===== config.mk =====
export PLATFORM = sky130hd
export DESIGN_NAME = bus_switch_mem_reg
export DESIGN_NICKNAME = d
export VERILOG_FILES = /design/src/rtl/bus_switch_pkg.sv /design/src/rtl/bus_addr_decoder.sv /design/src/rtl/bus_switch_mem_reg.sv
export SDC_FILE = /design/constraint.sdc
export NUM_CORES = 1
export LEC_CHECK = 0
export CAP_MARGIN = 0
export CORE_AREA = 5 5 185 187
export CTS_BUF_LIST = sky130_fd_sc_hd__clkbuf_8
export DETAILED_ROUTE_END_ITERATION = 6
export DIE_AREA = 0 0 190 192
export PLACE_DENSITY = 0.48
export SLEW_MARGIN = 20
export SYNTH_ARGS = -nofsm -noshare
export SYNTH_HDL_FRONTEND = slang
export SYNTH_SLANG_ARGS = --single-unit

===== constraint.sdc =====
create_clock -name clk_i -period 1.2 [get_ports clk_i]
set_input_delay 0.24 -clock clk_i [delete_from_list [all_inputs] [get_ports clk_i]]
set_output_delay 0.24 -clock clk_i [all_outputs]
set_load 0.01 [all_outputs]

===== src/rtl/bus_switch_pkg.sv =====
// Shared definitions for the registered memory-bus switch: FSM encoding,
// default geometry and the default (all-zero) memory map.
package bus_switch_pkg;

  typedef enum logic [1:0] {
    ST_IDLE = 2'd0,
    ST_WAIT = 2'd1,
    ST_RESP = 2'd2,
    ST_ERR  = 2'd3
  } state_e;

  localparam int DEF_NSLAVE = 8;
  localparam int DEF_AW     = 32;
  localparam int DEF_DW     = 32;

  // Default map: every slave at base 0 with mask 0, i.e. slave 0 claims all.
  localparam logic [DEF_NSLAVE*DEF_AW-1:0] DEF_SLAVE_BASE = '0;
  localparam logic [DEF_NSLAVE*DEF_AW-1:0] DEF_SLAVE_MASK = '0;

  // Index width that stays legal for a single-slave build.
  function automatic int idx_w(input int n);
    return (n > 1) ? $clog2(n) : 1;
  endfunction

endpackage


===== src/rtl/bus_addr_decoder.sv =====
// Combinational base/mask address decoder with lowest-index priority.
module bus_addr_decoder
  import bus_switch_pkg::*;
#(
  parameter int                   NSLAVE = DEF_NSLAVE,
  parameter int                   AW     = DEF_AW,
  parameter logic [NSLAVE*AW-1:0] BASE   = '0,
  parameter logic [NSLAVE*AW-1:0] MASK   = '0,
  parameter int                   IW     = idx_w(NSLAVE)
) (
  input  logic [AW-1:0]     adr,
  output logic [NSLAVE-1:0] hit,
  output logic              hit_any,
  output logic [IW-1:0]     idx
);

  for (genvar i = 0; i < NSLAVE; i++) begin : g_cmp
    assign hit[i] = ((adr & MASK[i*AW +: AW]) == (BASE[i*AW +: AW] & MASK[i*AW +: AW]));
  end

  assign hit_any = |hit;

  // Priority encode: scan downwards so the lowest matching index wins.
  always_comb begin
    idx = '0;
    for (int i = NSLAVE - 1; i >= 0; i--) begin
      if (hit[i]) idx = IW'(i);
    end
  end

endmodule


===== src/rtl/bus_switch_mem_reg.sv =====
// Registered one-master / NSLAVE-slave Wishbone-style switch.
// Slave select and request fields are latched for the whole transaction;
// ack, err and read data are registered. Unmapped accesses end in a
// one-cycle error. Optional macro BUSSW_TIMEOUT_EN adds a wait-state
// watchdog that terminates hung slaves with an error.
module bus_switch_mem_reg
  import bus_switch_pkg::*;
#(
  parameter int                   NSLAVE         = DEF_NSLAVE,
  parameter int                   AW             = DEF_AW,
  parameter int                   DW             = DEF_DW,
  parameter logic [NSLAVE*AW-1:0] SLAVE_BASE     = (NSLAVE*AW)'(DEF_SLAVE_BASE),
  parameter logic [NSLAVE*AW-1:0] SLAVE_MASK     = (NSLAVE*AW)'(DEF_SLAVE_MASK),
  parameter int                   TIMEOUT_CYCLES = 255,
  localparam int                  SW             = DW / 8
) (
  input  logic                 clk_i,
  input  logic                 rst_n_i,
  input  logic                 master_stb_i,
  input  logic                 master_we_i,
  input  logic [AW-1:0]        master_adr_i,
  input  logic [DW-1:0]        master_dat_i,
  input  logic [SW-1:0]        master_sel_i,
  output logic [DW-1:0]        master_dat_o,
  output logic                 master_ack_o,
  output logic                 master_err_o,
  output logic                 adr_err_o,
  output logic [AW-1:0]        err_adr_o,
  output logic [NSLAVE-1:0]    slave_stb_o,
  output logic [NSLAVE-1:0]    slave_cyc_o,
  output logic                 slave_we_o,
  output logic [AW-1:0]        slave_adr_o,
  output logic [DW-1:0]        slave_dat_o,
  output logic [SW-1:0]        slave_sel_o,
  input  logic [NSLAVE*DW-1:0] slave_dat_i,
  input  logic [NSLAVE-1:0]    slave_ack_i
);

  localparam int IW = idx_w(NSLAVE);

  state_e              state_q, state_d;
  logic [NSLAVE-1:0]   hit, stb_q;
  logic                hit_any, ack_sel, tmo;
  logic [IW-1:0]       dec_idx, idx_q;
  logic                we_q, adr_err_q;
  logic [AW-1:0]       adr_q, err_adr_q;
  logic [DW-1:0]       dat_q, rdat_q;
  logic [SW-1:0]       sel_q;

  bus_addr_decoder #(
    .NSLAVE (NSLAVE),
    .AW     (AW),
    .BASE   (SLAVE_BASE),
    .MASK   (SLAVE_MASK),
    .IW     (IW)
  ) u_dec (
    .adr     (master_adr_i),
    .hit     (hit),
    .hit_any (hit_any),
    .idx     (dec_idx)
  );

  // Only the latched slave's ack counts; strays from other ports are masked.
  assign ack_sel = (state_q == ST_WAIT) && |(slave_ack_i & stb_q);

`ifdef BUSSW_TIMEOUT_EN
  localparam int CW = $clog2(TIMEOUT_CYCLES + 1);
  logic [CW-1:0] wcnt_q;

  // Count WAIT cycles without ack; held at zero outside WAIT.
  always_ff @(posedge clk_i) begin
    if (!rst_n_i || state_q != ST_WAIT) wcnt_q <= '0;
    else if (!ack_sel)                  wcnt_q <= wcnt_q + CW'(1);
  end

  // Expire on the cycle whose increment would reach TIMEOUT_CYCLES,
  // so the strobe is held for exactly TIMEOUT_CYCLES WAIT cycles.
  assign tmo = (state_q == ST_WAIT) && (wcnt_q == CW'(TIMEOUT_CYCLES - 1));
`else
  // No watchdog: TIMEOUT_CYCLES is never negative, so this is constant 0.
  assign tmo = (TIMEOUT_CYCLES < 0);
`endif

  // State register.
  always_ff @(posedge clk_i) begin
    if (!rst_n_i) state_q <= ST_IDLE;
    else          state_q <= state_d;
  end

  // Next-state logic; an ack on the expiry cycle takes priority over timeout.
  always_comb begin
    state_d = state_q;
    case (state_q)
      ST_IDLE: if (master_stb_i) state_d = hit_any ? ST_WAIT : ST_ERR;
      ST_WAIT: begin
        if (ack_sel)  state_d = ST_RESP;
        else if (tmo) state_d = ST_ERR;
      end
      ST_RESP: state_d = ST_IDLE;
      ST_ERR:  state_d = ST_IDLE;
      default: state_d = ST_IDLE;
    endcase
  end

  // Request latch, one-hot strobe, read-data capture and error bookkeeping.
  always_ff @(posedge clk_i) begin
    if (!rst_n_i) begin
      stb_q     <= '0;
      idx_q     <= '0;
      we_q      <= 1'b0;
      adr_q     <= '0;
      dat_q     <= '0;
      sel_q     <= '0;
      rdat_q    <= '0;
      adr_err_q <= 1'b0;
      err_adr_q <= '0;
    end else begin
      if (state_q == ST_IDLE && master_stb_i) begin
        if (hit_any) begin
          // Isolate lowest set hit bit: same slave the priority encoder picks.
          stb_q <= hit & (~hit + NSLAVE'(1));
          idx_q <= dec_idx;
          we_q  <= master_we_i;
          adr_q <= master_adr_i;
          dat_q <= master_dat_i;
          sel_q <= master_sel_i;
        end else begin
          adr_err_q <= 1'b1;
          err_adr_q <= master_adr_i;
        end
      end
      if (ack_sel) rdat_q <= slave_dat_i[idx_q*DW +: DW];
      if (state_q == ST_WAIT && state_d != ST_WAIT) stb_q <= '0;
      if (state_q == ST_WAIT && !ack_sel && tmo) err_adr_q <= adr_q;
    end
  end

  assign slave_stb_o  = stb_q;
  assign slave_cyc_o  = stb_q;
  assign slave_we_o   = we_q;
  assign slave_adr_o  = adr_q;
  assign slave_dat_o  = dat_q;
  assign slave_sel_o  = sel_q;
  assign master_dat_o = rdat_q;
  assign master_ack_o = (state_q == ST_RESP);
  assign master_err_o = (state_q == ST_ERR);
  assign adr_err_o    = adr_err_q;
  assign err_adr_o    = err_adr_q;

endmodule


==> out/metrics.yaml, run 1 <==
pwr:
  fin_total_pwr_uw: 7460
  sequentialPowerShare_pct: 50.2
  comb_power_share_pct: 20.3
  ir_worst_vdd_v: 0.000604
  internal_power_uw: 5340
  p_leak_uw: 0.00292
  power.density_mw_per_mm2: 1060
  p_sw_uw: 2120
  swShare_pct: 28.4
  clkPwrFrac_pct: 29.4
final_layout:
  drive_gt1_share_pct: 44.4
  layout.nets: 1013
  syn2layout_area_growth_pct: 74.6
  diodes: 0
status:
  outcome: "complete, but fails checks"
  failed_checks: "setup timing"
global_route:
  grt_usage_pct: 8.02
  grt_pass1_wl_um: 22100
  grt_max_degree: 43
  antenna_found_initial: 3
  first_global_vias: 3810
  grt_overflow: 0
sta:
  fin_crit_sh_pct: 118
  rsz0062_at_grt: "yes"
  layout_min_cycle_time_ps: 1410
  max_clock_freq_ghz: 0.708
  hold_viol_final: 0
  final.setup.tns_ps: -15690
  setup_viol: 104
  fin_skew_ps: 11.2
  setup_ws_ps: -212
  slew_violations: 0
floorplan:
  die_h_um: 192
  placementRows: 66
  io_pins: 488
  chipWidth_um: 190
  initial_utilization_pct: 12.4
  dieArea_mm2: 0.0365
  coreArea_mm2: 0.0323
synth:
  synth_most_common_cell: "dfxtp_1"
  synth_seq_cells: 104
  synth_edf_count: 0
  netlist_area_mm2: 0.00401
  seq_area_frac_synth_pct: 51.9
  synth_area_per_cell_um2: 9.16
  yosysUniqueCellTypes: 22
  yosys_most_used_dff: "dfxtp_1"
  netlist_instances: 438
  async_reset_ff_share_pct: 0
  synth_common_cells: "dfxtp_1 (104), nand2_1 (69), nand3_1 (60), o21ai_0 (60), buf_4 (50)"
  synth_top_area_share_pct: 51.9
  synth_top_area_cell: "dfxtp_1"
  yosysWarnings: 0
  synthTopCellsByArea: "dfxtp_1 (52%), buf_4 (9.4%), nand3_1 (7.5%)"
route:
  post-route-drc-count: 0
  ant_nets: 0
  drtPass1Iterations: 4
  vias_per_cell: 3.38
  vias: 3799
  drtIter0Drc: 98
  routed_wl_um: 15600
  avgRoutedWirePerCell_um: 13.9
cts:
  cts_made_buffers: 9
  h-tree-depth: 3
  cts_root_buf: "clkbuf_8"
  clkLatencyLatePin_ps: 400
  cts.path.max_buffers: 2
  clkTransAtPathRegs_ps: 110
  cts_tree: "built"
  cts_hold_buf: 0
  cts_sinks: 104
worst_setup_path:
  r2r-start: "state_q[0]"
  regToRegSetupSlack_ps: -210
  startpoint_type: "flop"
  worstPathRequired_ps: 1530
  worstReg2RegEnd: "slave_adr_o[24]"
  crit_fanout: 8
  worst_ep_arrival_time_ps: 1740
  end_kind: "flop"
  ff2ff_path_depth: 7
  critPathKind: "flop to flop"
hold_path:
  min_to: "state_q[1]"
  hold_class: "input pin to flop"
  hp-start: "rst_n_i"
  holdPathStages: 4
place:
  io_buffers: 209
  dp_hpwl_um: 11000
  gp_congestion: 0.689
run:
  max-cap-violations: 0
## layout make-up
class                      instances  area (um2)
clock inverter                     5        31.3
multi-input combinational        296        1670
sequential                       104        2200
clock buffer                      11         151
tap                              442         553
timing repair buffer             266        2410
fill                            3552       25300
## cell families (layout without fill, tap and decap cells)
family	after synthesis	count (layout)	share of synthesized area, %
buf+inv	84	282	13.5
compound gates	104	104	17.0
simple gates	145	145	17.5
other cells	1	47	0.0935
flops	104	104	51.9
## what timing repair did
| action | in CTS | in global routing |
|---|---|---|
| pin swaps | 9 | 14 |
| endpoints found under the setup margin | 196 | 117 |
| cloned | 4 | 7 |
| gates resized for setup | 541 | 53 |
| setup buffers | 14 | 11 |
## layer usage
| metal | wire length (um) | vias up | track usage (%) |
|---|---|---|---|
| met5 | 13 | - | 0 |
| met4 | 261 | 2 | 3.09 |
| met3 | 1460 | 19 | 3.73 |
| met2 | 7850 | 161 | 13.7 |
| met1 | 6060 | 1727 | 8.66 |
| li1 | - | 1890 | - |
## how the worst max path moves through the flow
stage	startpoint	endpoint	slack [ps]	cells past startpoint
2_1_floorplan	state_q[1]	slave_adr_o[16]	6	6
3_5_place_dp	master_stb_i	slave_dat_o[18]	-430	6
4_1_cts	state_q[1]	slave_adr_o[22]	-200	7
5_1_grt	state_q[0]	slave_adr_o[6]	-290	7
3_3_place_gp	master_stb_i	slave_adr_o[2]	-390	6
6_report	state_q[0]	slave_adr_o[24]	-210	7
## power groups by stage
stage,logic [uW],registers (uW),clock network (uW)
final,1520,3750,2190
after global routing,1650,3770,2480
after CTS,1410,3750,2370
after detailed placement,1440,3810,0
after global placement,1430,3810,0
after floorplan,544,3880,0
## cells in the final DEF, fill, tap and decap left out, types with 5 or more instances in the layout
master | Yosys | final
nand3_1 | 60 | 53
o21ai_1 | 0 | 25
nand3_2 | 10 | 14
dfxtp_1 | 104 | 16
buf_12 | 0 | 15
conb_1 | 1 | 47
buf_2 | 14 | 87
o21ai_0 | 60 | 30
a22o_1 | 32 | 32
clkbuf_8 | 0 | 11
o21ai_2 | 10 | 15
dfxtp_2 | 0 | 85
clkbuf_16 | 0 | 5
buf_6 | 1 | 16
nand2_1 | 69 | 69
buf_4 | 50 | 37
clkdlybuf4s50_1 | 0 | 103
## state kept, by name, indices dropped and copies added (netlist names)
signal,flops
slave_we_o,1
slave_cyc_o,1
slave_sel_o,4
slave_dat_o,32
master_dat_o,32
slave_adr_o,32
state_q,2
## worst max-delay path, cell delays in order, from the launching register on
cell and delay [ps]:
dfxtp_4 360, buf_6 120, nor3b_4 280, buf_6 210, buf_12 110, buf_12 120
nand3_2 70, o21ai_1 70
## per-stage QoR
step	hold slack (ps)	instances	cell area, um2	util, %	setup WS (ps)
6_report	310	1124	7010	21.7	-212
4_1_cts	180	1109	6720	20.8	-196
5_1_grt	278	1124	7010	21.7	-286
3_5_place_dp	450	1075	6620	20.5	-426
2_1_floorplan	361	484	4190	-	6.32
3_3_place_gp	446	1075	6620	20.5	-390
Power figures use the tool's default switching activity.
==> run 2: changes to the inputs <==
--- a/config.mk
+++ b/config.mk
@@ -8,9 +8,11 @@
 export CAP_MARGIN = 0
 export CORE_AREA = 5 5 185 187
 export CTS_BUF_LIST = sky130_fd_sc_hd__clkbuf_8
+export CTS_CLUSTER_DIAMETER = 50
 export DETAILED_ROUTE_END_ITERATION = 6
 export DIE_AREA = 0 0 190 192
 export PLACE_DENSITY = 0.48
+export RECOVER_POWER = 25
 export SLEW_MARGIN = 20
 export SYNTH_ARGS = -nofsm -noshare
 export SYNTH_HDL_FRONTEND = slang
==> results of run 2 <==
No change in the layout: final DEF, timing and power equal those of run 1.
==> run 3: changes to the inputs <==
--- a/config.mk
+++ b/config.mk
@@ -5,7 +5,6 @@
 export SDC_FILE = /design/constraint.sdc
 export NUM_CORES = 1
 export LEC_CHECK = 0
-export CAP_MARGIN = 0
 export CORE_AREA = 5 5 185 187
 export CTS_BUF_LIST = sky130_fd_sc_hd__clkbuf_8
 export CTS_CLUSTER_DIAMETER = 50
==> results of run 3 <==
No change in the layout: final DEF, timing and power equal those of run 1.
